===== config.mk =====
export PLATFORM = sky130hd
export DESIGN_NAME = asrv32_membus_arbiter
export DESIGN_NICKNAME = d
export VERILOG_FILES = /design/src/rtl/asrv32_membus_arbiter.sv
export SDC_FILE = /design/constraint.sdc
export NUM_CORES = 1
export LEC_CHECK = 0
export ABC_AREA = 1
export CORE_MARGIN = 2
export CORE_UTILIZATION = 55
export DETAILED_ROUTE_END_ITERATION = 16
export DONT_BUFFER_PORTS = 1
export PLACE_DENSITY = 0.78
export SETUP_SLACK_MARGIN = 0.05
export SLEW_MARGIN = 5
export SYNTH_ARGS = -nofsm -noshare
export SYNTH_HDL_FRONTEND = slang
export SYNTH_SLANG_ARGS = --single-unit

===== constraint.sdc =====
create_clock -name i_clk -period 2.4 [get_ports i_clk]
set_input_delay 0.48 -clock i_clk [delete_from_list [all_inputs] [get_ports i_clk]]
set_output_delay 0.48 -clock i_clk [all_outputs]
set_load 0.01 [all_outputs]

===== src/rtl/asrv32_membus_arbiter.sv =====
`default_nettype none
// ============================================================================
// Module      : asrv32_membus_arbiter
// Description : Round-robin arbiter sharing one single-port memory bus between
//               the instruction-fetch (IF) and load/store (LS) ports. One
//               transaction in flight at a time; payload is latched on grant,
//               the memory ack is forwarded to the winner, and a missing ack
//               is turned into an error completion after MAX_WAIT cycles.
// Revision    : 1.0 - initial release
// ============================================================================
module asrv32_membus_arbiter #(
  parameter int MAX_WAIT = 15
) (
  input  logic        i_clk,
  input  logic        i_rst_n,
  // instruction-fetch port
  input  logic        i_if_req,
  input  logic [31:0] i_if_addr,
  output logic [31:0] o_if_rdata,
  output logic        o_if_ack,
  // load/store port
  input  logic        i_ls_req,
  input  logic [31:0] i_ls_addr,
  input  logic [31:0] i_ls_wdata,
  input  logic        i_ls_wr_en,
  input  logic [3:0]  i_ls_wr_mask,
  output logic [31:0] o_ls_rdata,
  output logic        o_ls_ack,
  // memory bus
  output logic        o_mem_req,
  output logic [31:0] o_mem_addr,
  output logic [31:0] o_mem_wdata,
  output logic        o_mem_wr_en,
  output logic [3:0]  o_mem_wr_mask,
  input  logic [31:0] i_mem_rdata,
  input  logic        i_mem_ack,
  // status
  output logic        o_err,
  output logic        o_busy
);

  typedef enum logic [1:0] {
    ST_IDLE = 2'd0,
    ST_BUSY = 2'd1,
    ST_RESP = 2'd2
  } state_t;

  localparam logic [7:0] c_max_wait = 8'(MAX_WAIT);
  localparam logic       c_grant_if = 1'b0;
  localparam logic       c_grant_ls = 1'b1;

  // Registered state. r_last_grant doubles as the identity of the current
  // winner while BUSY/RESP, because it is updated on every grant.
  state_t      r_state;
  logic        r_last_grant;
  logic [7:0]  r_wait_cnt;

  // Next-state values for every register, including the registered outputs
  state_t      w_state_nxt;
  logic        w_last_grant_nxt;
  logic [7:0]  w_wait_cnt_nxt;
  logic [7:0]  w_wait_inc;
  logic        w_grant_ls;
  logic [31:0] w_resp_data;
  logic [31:0] w_if_rdata_nxt;
  logic        w_if_ack_nxt;
  logic [31:0] w_ls_rdata_nxt;
  logic        w_ls_ack_nxt;
  logic        w_mem_req_nxt;
  logic [31:0] w_mem_addr_nxt;
  logic [31:0] w_mem_wdata_nxt;
  logic        w_mem_wr_en_nxt;
  logic [3:0]  w_mem_wr_mask_nxt;
  logic        w_err_nxt;
  logic        w_busy_nxt;

  // State and output registers; asynchronous reset abandons any transaction
  always_ff @(posedge i_clk or negedge i_rst_n) begin
    if (!i_rst_n) begin
      r_state       <= ST_IDLE;
      r_last_grant  <= c_grant_if;
      r_wait_cnt    <= 8'd0;
      o_if_rdata    <= 32'd0;
      o_if_ack      <= 1'b0;
      o_ls_rdata    <= 32'd0;
      o_ls_ack      <= 1'b0;
      o_mem_req     <= 1'b0;
      o_mem_addr    <= 32'd0;
      o_mem_wdata   <= 32'd0;
      o_mem_wr_en   <= 1'b0;
      o_mem_wr_mask <= 4'd0;
      o_err         <= 1'b0;
      o_busy        <= 1'b0;
    end else begin
      r_state       <= w_state_nxt;
      r_last_grant  <= w_last_grant_nxt;
      r_wait_cnt    <= w_wait_cnt_nxt;
      o_if_rdata    <= w_if_rdata_nxt;
      o_if_ack      <= w_if_ack_nxt;
      o_ls_rdata    <= w_ls_rdata_nxt;
      o_ls_ack      <= w_ls_ack_nxt;
      o_mem_req     <= w_mem_req_nxt;
      o_mem_addr    <= w_mem_addr_nxt;
      o_mem_wdata   <= w_mem_wdata_nxt;
      o_mem_wr_en   <= w_mem_wr_en_nxt;
      o_mem_wr_mask <= w_mem_wr_mask_nxt;
      o_err         <= w_err_nxt;
      o_busy        <= w_busy_nxt;
    end
  end

  // Next-state logic: grant/latch in IDLE, wait for ack or timeout in BUSY,
  // expose the completion pulse for exactly one cycle in RESP
  always_comb begin
    w_state_nxt       = r_state;
    w_last_grant_nxt  = r_last_grant;
    w_wait_cnt_nxt    = r_wait_cnt;
    w_wait_inc        = r_wait_cnt + 8'd1;
    // LS wins if alone, or if both request and IF had the last grant
    w_grant_ls        = i_ls_req & (~i_if_req | (r_last_grant == c_grant_if));
    // Stores complete with zero read data; o_mem_wr_en still holds in BUSY
    w_resp_data       = o_mem_wr_en ? 32'd0 : i_mem_rdata;
    w_if_rdata_nxt    = o_if_rdata;
    w_if_ack_nxt      = 1'b0;
    w_ls_rdata_nxt    = o_ls_rdata;
    w_ls_ack_nxt      = 1'b0;
    w_mem_req_nxt     = o_mem_req;
    w_mem_addr_nxt    = o_mem_addr;
    w_mem_wdata_nxt   = o_mem_wdata;
    w_mem_wr_en_nxt   = o_mem_wr_en;
    w_mem_wr_mask_nxt = o_mem_wr_mask;
    w_err_nxt         = 1'b0;

    case (r_state)
      ST_IDLE: begin
        if (i_if_req || i_ls_req) begin
          w_state_nxt      = ST_BUSY;
          w_mem_req_nxt    = 1'b1;
          w_last_grant_nxt = w_grant_ls ? c_grant_ls : c_grant_if;
          if (w_grant_ls) begin
            w_mem_addr_nxt    = i_ls_addr;
            w_mem_wdata_nxt   = i_ls_wdata;
            w_mem_wr_en_nxt   = i_ls_wr_en;
            w_mem_wr_mask_nxt = i_ls_wr_en ? i_ls_wr_mask : 4'd0;
          end else begin
            w_mem_addr_nxt    = i_if_addr;
            w_mem_wdata_nxt   = 32'd0;
            w_mem_wr_en_nxt   = 1'b0;
            w_mem_wr_mask_nxt = 4'd0;
          end
        end
      end

      ST_BUSY: begin
        w_wait_cnt_nxt = w_wait_inc;
        // An ack in the same cycle as the limit takes priority over timeout
        if (i_mem_ack) begin
          w_state_nxt       = ST_RESP;
          w_mem_req_nxt     = 1'b0;
          w_mem_addr_nxt    = 32'd0;
          w_mem_wdata_nxt   = 32'd0;
          w_mem_wr_en_nxt   = 1'b0;
          w_mem_wr_mask_nxt = 4'd0;
          if (r_last_grant == c_grant_ls) begin
            w_ls_ack_nxt   = 1'b1;
            w_ls_rdata_nxt = w_resp_data;
          end else begin
            w_if_ack_nxt   = 1'b1;
            w_if_rdata_nxt = w_resp_data;
          end
        end else if (w_wait_inc == c_max_wait) begin
          w_state_nxt       = ST_RESP;
          w_err_nxt         = 1'b1;
          w_mem_req_nxt     = 1'b0;
          w_mem_addr_nxt    = 32'd0;
          w_mem_wdata_nxt   = 32'd0;
          w_mem_wr_en_nxt   = 1'b0;
          w_mem_wr_mask_nxt = 4'd0;
          if (r_last_grant == c_grant_ls) begin
            w_ls_ack_nxt   = 1'b1;
            w_ls_rdata_nxt = 32'd0;
          end else begin
            w_if_ack_nxt   = 1'b1;
            w_if_rdata_nxt = 32'd0;
          end
        end
      end

      ST_RESP: begin
        // No grant here so a requester can drop req on seeing its ack
        w_wait_cnt_nxt = 8'd0;
        w_state_nxt    = ST_IDLE;
      end

      default: begin
        w_state_nxt    = ST_IDLE;
        w_wait_cnt_nxt = 8'd0;
      end
    endcase

    w_busy_nxt = (w_state_nxt != ST_IDLE);
  end

endmodule
`default_nettype wire


Word level (Yosys, flattened, before mapping). Index checks and enable logic that the tools add are counted.

Register bits after elaboration: 149. Latch bits: 0. RAM bits: 0. ROM bits: 0. Input bits: 138. Output and inout bits: 138. Word-level logic and storage cells: 79. Memories: 0.

Add/sub/neg operators: 1. $mul: 0. Div/mod/pow operators: 0. Magnitude comparators: 0. Equality and inequality tests: 4. Shift-type cells: 0. Multiplexer cells: 47. Bitwise operators: 4. Reduce and logical (&&, ||, !) cells: 9.

Operators by type and width (number): $mux 32 (15); $pmux 32 s2 (2); $mux 4 (5); $mux 1 (17); $pmux 8 s2 (1); $reduce_and 3->1 (3); $add 8x1->8 const B (1); $eq 8x4->1 const B (1); $pmux 4 s2 (1); $mux 2 (3); $reduce_bool 2->1 (3); $pmux 1 s2 (2); $pmux 2 s2 (1); $ne 3x3->1 const B (1); $eq 2x1->1 const B (1); $logic_not 2->1 (1); $ne 2x2->1 const B (1); $not 1->1 (2); $reduce_and 2->1 (1); $and 1x1->1 (1); $logic_or 1x1->1 (1); $or 1x1->1 (1).

Depth between registers and ports, before layout.
Depth in word-level cells: 6. Gate-level depth with buffers: 13.

Worst setup path before layout. OpenSTA, ideal clock, no wires.

Path kind: flip-flop to flip-flop. From: register r_wait_cnt[0]. To: register o_mem_addr[0]. Arrival: 1.630 ns. Required time: 2.279 ns. Slack: 0.649 ns. Stages on the path, launching flop included: 13. Path buffers: 1. Cells stage by stage: dfrtp_1 -> ha_1 -> nand3_1 -> nand2_1 -> nand2_1 -> nand3_1 -> nor2_2 -> nand2_2 -> nand3_1 -> nand2_2 -> clkbuf_8 -> nand2_1 -> nand2_1.

Word-level cells in the longest chain between the ends: 4.

RTL lines: from (decl) (RTL line 56) `logic [7:0] r_wait_cnt;`; from (signal assigned) (RTL line 97) `r_wait_cnt <= w_wait_cnt_nxt;`; $add 8x1->8 (RTL line 118) `w_wait_inc = r_wait_cnt + 8'd1;`; $eq 8x4->1 (RTL line 171) `end else if (w_wait_inc == c_max_wait) begin`; $ne 3x3->1 (no source line); $reduce_and 3->1 (no source line); to (signal assigned) (RTL line 103) `o_mem_addr <= w_mem_addr_nxt;`; to (decl) (RTL line 31) `output logic [31:0] o_mem_addr,`.

Every way passes these cells. A chain may end at the register's enable or synchronous reset.

Final worst setup path.
From: register r_wait_cnt[0]. To: register o_if_rdata[8].

Word-level cells in the longest chain between the ends: 4.

RTL lines: $add 8x1->8 (RTL line 118); $eq 8x4->1 (RTL line 171); $reduce_bool 2->1 (no source line); $reduce_and 3->1 (no source line); to (signal assigned) (RTL line 98) `o_if_rdata <= w_if_rdata_nxt;`; to (decl) (RTL line 19) `output logic [31:0] o_if_rdata,`.

Every way passes these cells.

==> impl_metrics.env <==
export IMPL_outcome="complete, but fails checks"
export IMPL_violations="negative hold slack"
export IMPL_htreeDepth=4
export IMPL_cts_tree="built"
export IMPL_drv_cap=0
export IMPL_timing_rr_start="r_wait_cnt[0]$_DFFE_PN0N_"
export IMPL_rows=40
export IMPL_stdcell_area_um2=7250
export IMPL_relSlewSlack=0.569
export IMPL_cts_sinks=149
export IMPL_areaGrowthSynthToFinish_pct=8.85
export IMPL_syn_cell_area_um2=6660
export IMPL_cpMaxStageDelayCell="dfrtp_1"
export IMPL_cp_cell_sequence="ha_1 > nand3_1 > nand2_1 > nand2_1 > nand3_1 > nor2_2 > nand2_2 > nand2_4 > buf_4 > nand4_1 > nand2_1"
export IMPL_async_flop_share=1.00
export IMPL_finClkSkew_ps=7.94
export IMPL_grtUsageMet3=0.0842
export IMPL_avgSynthCellArea_um2=8.52
export IMPL_wl_per_cell_um=17.9
export IMPL_fp_coreArea_um2=11900
export IMPL_hold_viol=149
export IMPL_utilization=0.609
export IMPL_fmax_mhz=473
export IMPL_ir_drop_v=0.000695
export IMPL_crit_fanout=40
export IMPL_dpl_hpwl_um=11800
export IMPL_worst_pin_slew_ps=647
export IMPL_drtPass1Iterations=5
export IMPL_grt_pass1_wl_um=25900
export IMPL_finalSetupViolations=0
export IMPL_synth_edf_count=0
export IMPL_die_h_um=114
export IMPL_fin_hold_ws_ps=-235
export IMPL_powerDensity_nw_per_um2=1380
export IMPL_die_w_um=114
export IMPL_drive_gt1_frac=0.109
export IMPL_gp_congestion=0.882
export IMPL_clkSlewWorstSetupHoldPaths_ps=60
export IMPL_overflow=0
export IMPL_die_area_um2=13000
export IMPL_crit_path_end_kind="flip-flop"
export IMPL_top_usage_layer="met2"
export IMPL_ios=276
export IMPL_ys_seq_area_frac=0.560
export IMPL_crit_arrival_ps=2460
export IMPL_leakage_nw=3.89
export IMPL_clk_path_buf_depth=2
export IMPL_setup_tns_ps=0
export IMPL_initial_utilization=0.559
export IMPL_fin_crit_sh=0.881
export IMPL_synth_seq_cells=149
export IMPL_power_mw=9.99
export IMPL_cp_top_family="simple AND/OR/NAND/NOR gates"
export IMPL_synth_cell_types=25
export IMPL_drt_iter0_markers=463
export IMPL_drc_errors=0
export IMPL_cts_root_buf="clkbuf_16"
export IMPL_vias_per_cell=5.66
export IMPL_worst_setup_path_start_kind="flip-flop"
export IMPL_final_cell_mix="nand2_1, dfrtp_1, nand4_1"
export IMPL_crit_start="r_wait_cnt[0]$_DFFE_PN0N_"
export IMPL_finalMaxSlewViolations=0
export IMPL_worstPathRequired_ps=2740
export IMPL_synth_fp_nets=922
export IMPL_nets=905
export IMPL_grt_max_degree=150
export IMPL_port_buffer_count=0
export IMPL_antenna_found_initial=1
export IMPL_met2_usage=0.440
export IMPL_holdCritPathClass="in2async"
export IMPL_rsz0062_at_grt="no"
export IMPL_synth_ff_type="dfrtp_1"
export IMPL_grtUsageMet1=0.290
export IMPL_drtAntennaViolNets=0
export IMPL_syn_inst=782
export IMPL_worstSetupPathType="reg2reg"
export IMPL_grt_pass1_vias=4995
export IMPL_fin_crit_ps=2120
export IMPL_final_common_cell="nand2_1"
export IMPL_placedInstanceArea_um2=6660
export IMPL_synth_warnings=0
export IMPL_post_cts_buffers=0
export IMPL_critPathMaxStageDelay_ps=440
export IMPL_gr_usage_all_layers=0.257
export IMPL_vias=5237
export IMPL_cp_common_cell="nand2_1"
export IMPL_routed_wl_um=16500
export IMPL_clock_latency_ps=410
export IMPL_cts_buffers=17
export IMPL_worst_path_buf_inv=1
## metal layers
layer | share of wire | routed length, µm
met5 | 0 | 0
met4 | 0.034 | 564
met3 | 0.090 | 1480
met1 | 0.36 | 6030
met2 | 0.51 | 8460
## worst paths after layout
check,endpoint,slack (ps),depth (start not counted)
max,o_if_rdata[8]$_DFFE_PN0P_,280,11
min,o_if_rdata[5]$_DFFE_PN0P_,-230,0
max reg2reg,o_if_rdata[8]$_DFFE_PN0P_,280,11
min reg2reg,o_if_rdata[13]$_DFFE_PN0P_,540,2
max in group asynchronous,o_mem_wdata[27]$_DFFE_PN0P_,2460,0
min in group i_clk,o_err$_DFF_PN0_,160,1
## area by class of cell
cell class,instances,area (µm²)
Antenna cell,1,2.50
Clock buffer,22,464
Clock inverter,10,124
Fill cell,1014,4660
Inverter,53,199
Multi-Input combinational cell,530,2440
Sequential cell,149,3730
Tap cell,147,184
Timing Repair Buffer,14,111
## registers in the layout, summed over array words and instances (netlist names)
name,count
o_mem_wdata,32
o_err,1
r_last_grant,1
o_ls_ack,1
o_ls_rdata,32
r_state,2
o_if_ack,1
o_mem_wr_en,1
r_wait_cnt,8
o_mem_addr,32
o_busy,1
o_if_rdata,32
o_mem_req,1
o_mem_wr_mask,4
## repair_timing
item | in CTS | in global routing
endpoints found under the hold margin | 149 | 149
gates resized for setup | 0 | 2
endpoints found under the setup margin | 0 | 70
## power breakdown
part           switching [mW]  internal [mW]  total, mW
clock network            1.02           1.59       2.61
logic                    1.68          0.752       2.44
registers                1.37           3.57       4.94
## cell usage after synthesis, types with 2 or more instances
master      n  area share
inv_1      50       0.028
nand3_2     3      0.0045
buf_1       4      0.0023
clkinv_1    2      0.0011
dfrtp_1   149        0.56
nand3_1     5      0.0038
clkbuf_1   26       0.015
ha_1        2      0.0038
o211ai_1   32       0.036
o22ai_1     2      0.0019
nand2_1   333        0.19
buf_6      11       0.019
buf_2       7      0.0053
o21ai_0     8      0.0060
nand4_1    66       0.062
or2_2      33       0.031
nand2_2     2      0.0019
nor2_1     39       0.022
clkbuf_8    2      0.0041
## cells by family (layout without fill, tap and decap cells)
family	count (synthesis)	in the layout	share of synthesized area
AOI/OAI and AO/OA	44	44	0.0458
other	0	1	0
adders and majority gates	2	2	0.00376
buffers and inverters	103	99	0.0747
and+or+nand+nor	484	484	0.316
DFF	149	149	0.560
## metrics by stage
stage | hold WS (ps) | cells | setup slack, ps
after CTS | -257 | 925 | 152
after global routing | -265 | 926 | 68.7
final | -235 | 926 | 285
after detailed placement | 188 | 893 | 173
after global placement | 190 | 893 | 310
after floorplan | 184 | 782 | 649
## worst reg2reg max path, cell delays in order (launching register included)
cell	delay, ps
dfrtp_1	440
ha_1	270
nand3_1	120
nand2_1	70
nand2_1	90
nand3_1	100
nor2_2	100
nand2_2	90
nand2_4	90
buf_4	340
nand4_1	220
nand2_1	110
Note: power is estimated with default switching activity, not from simulation.
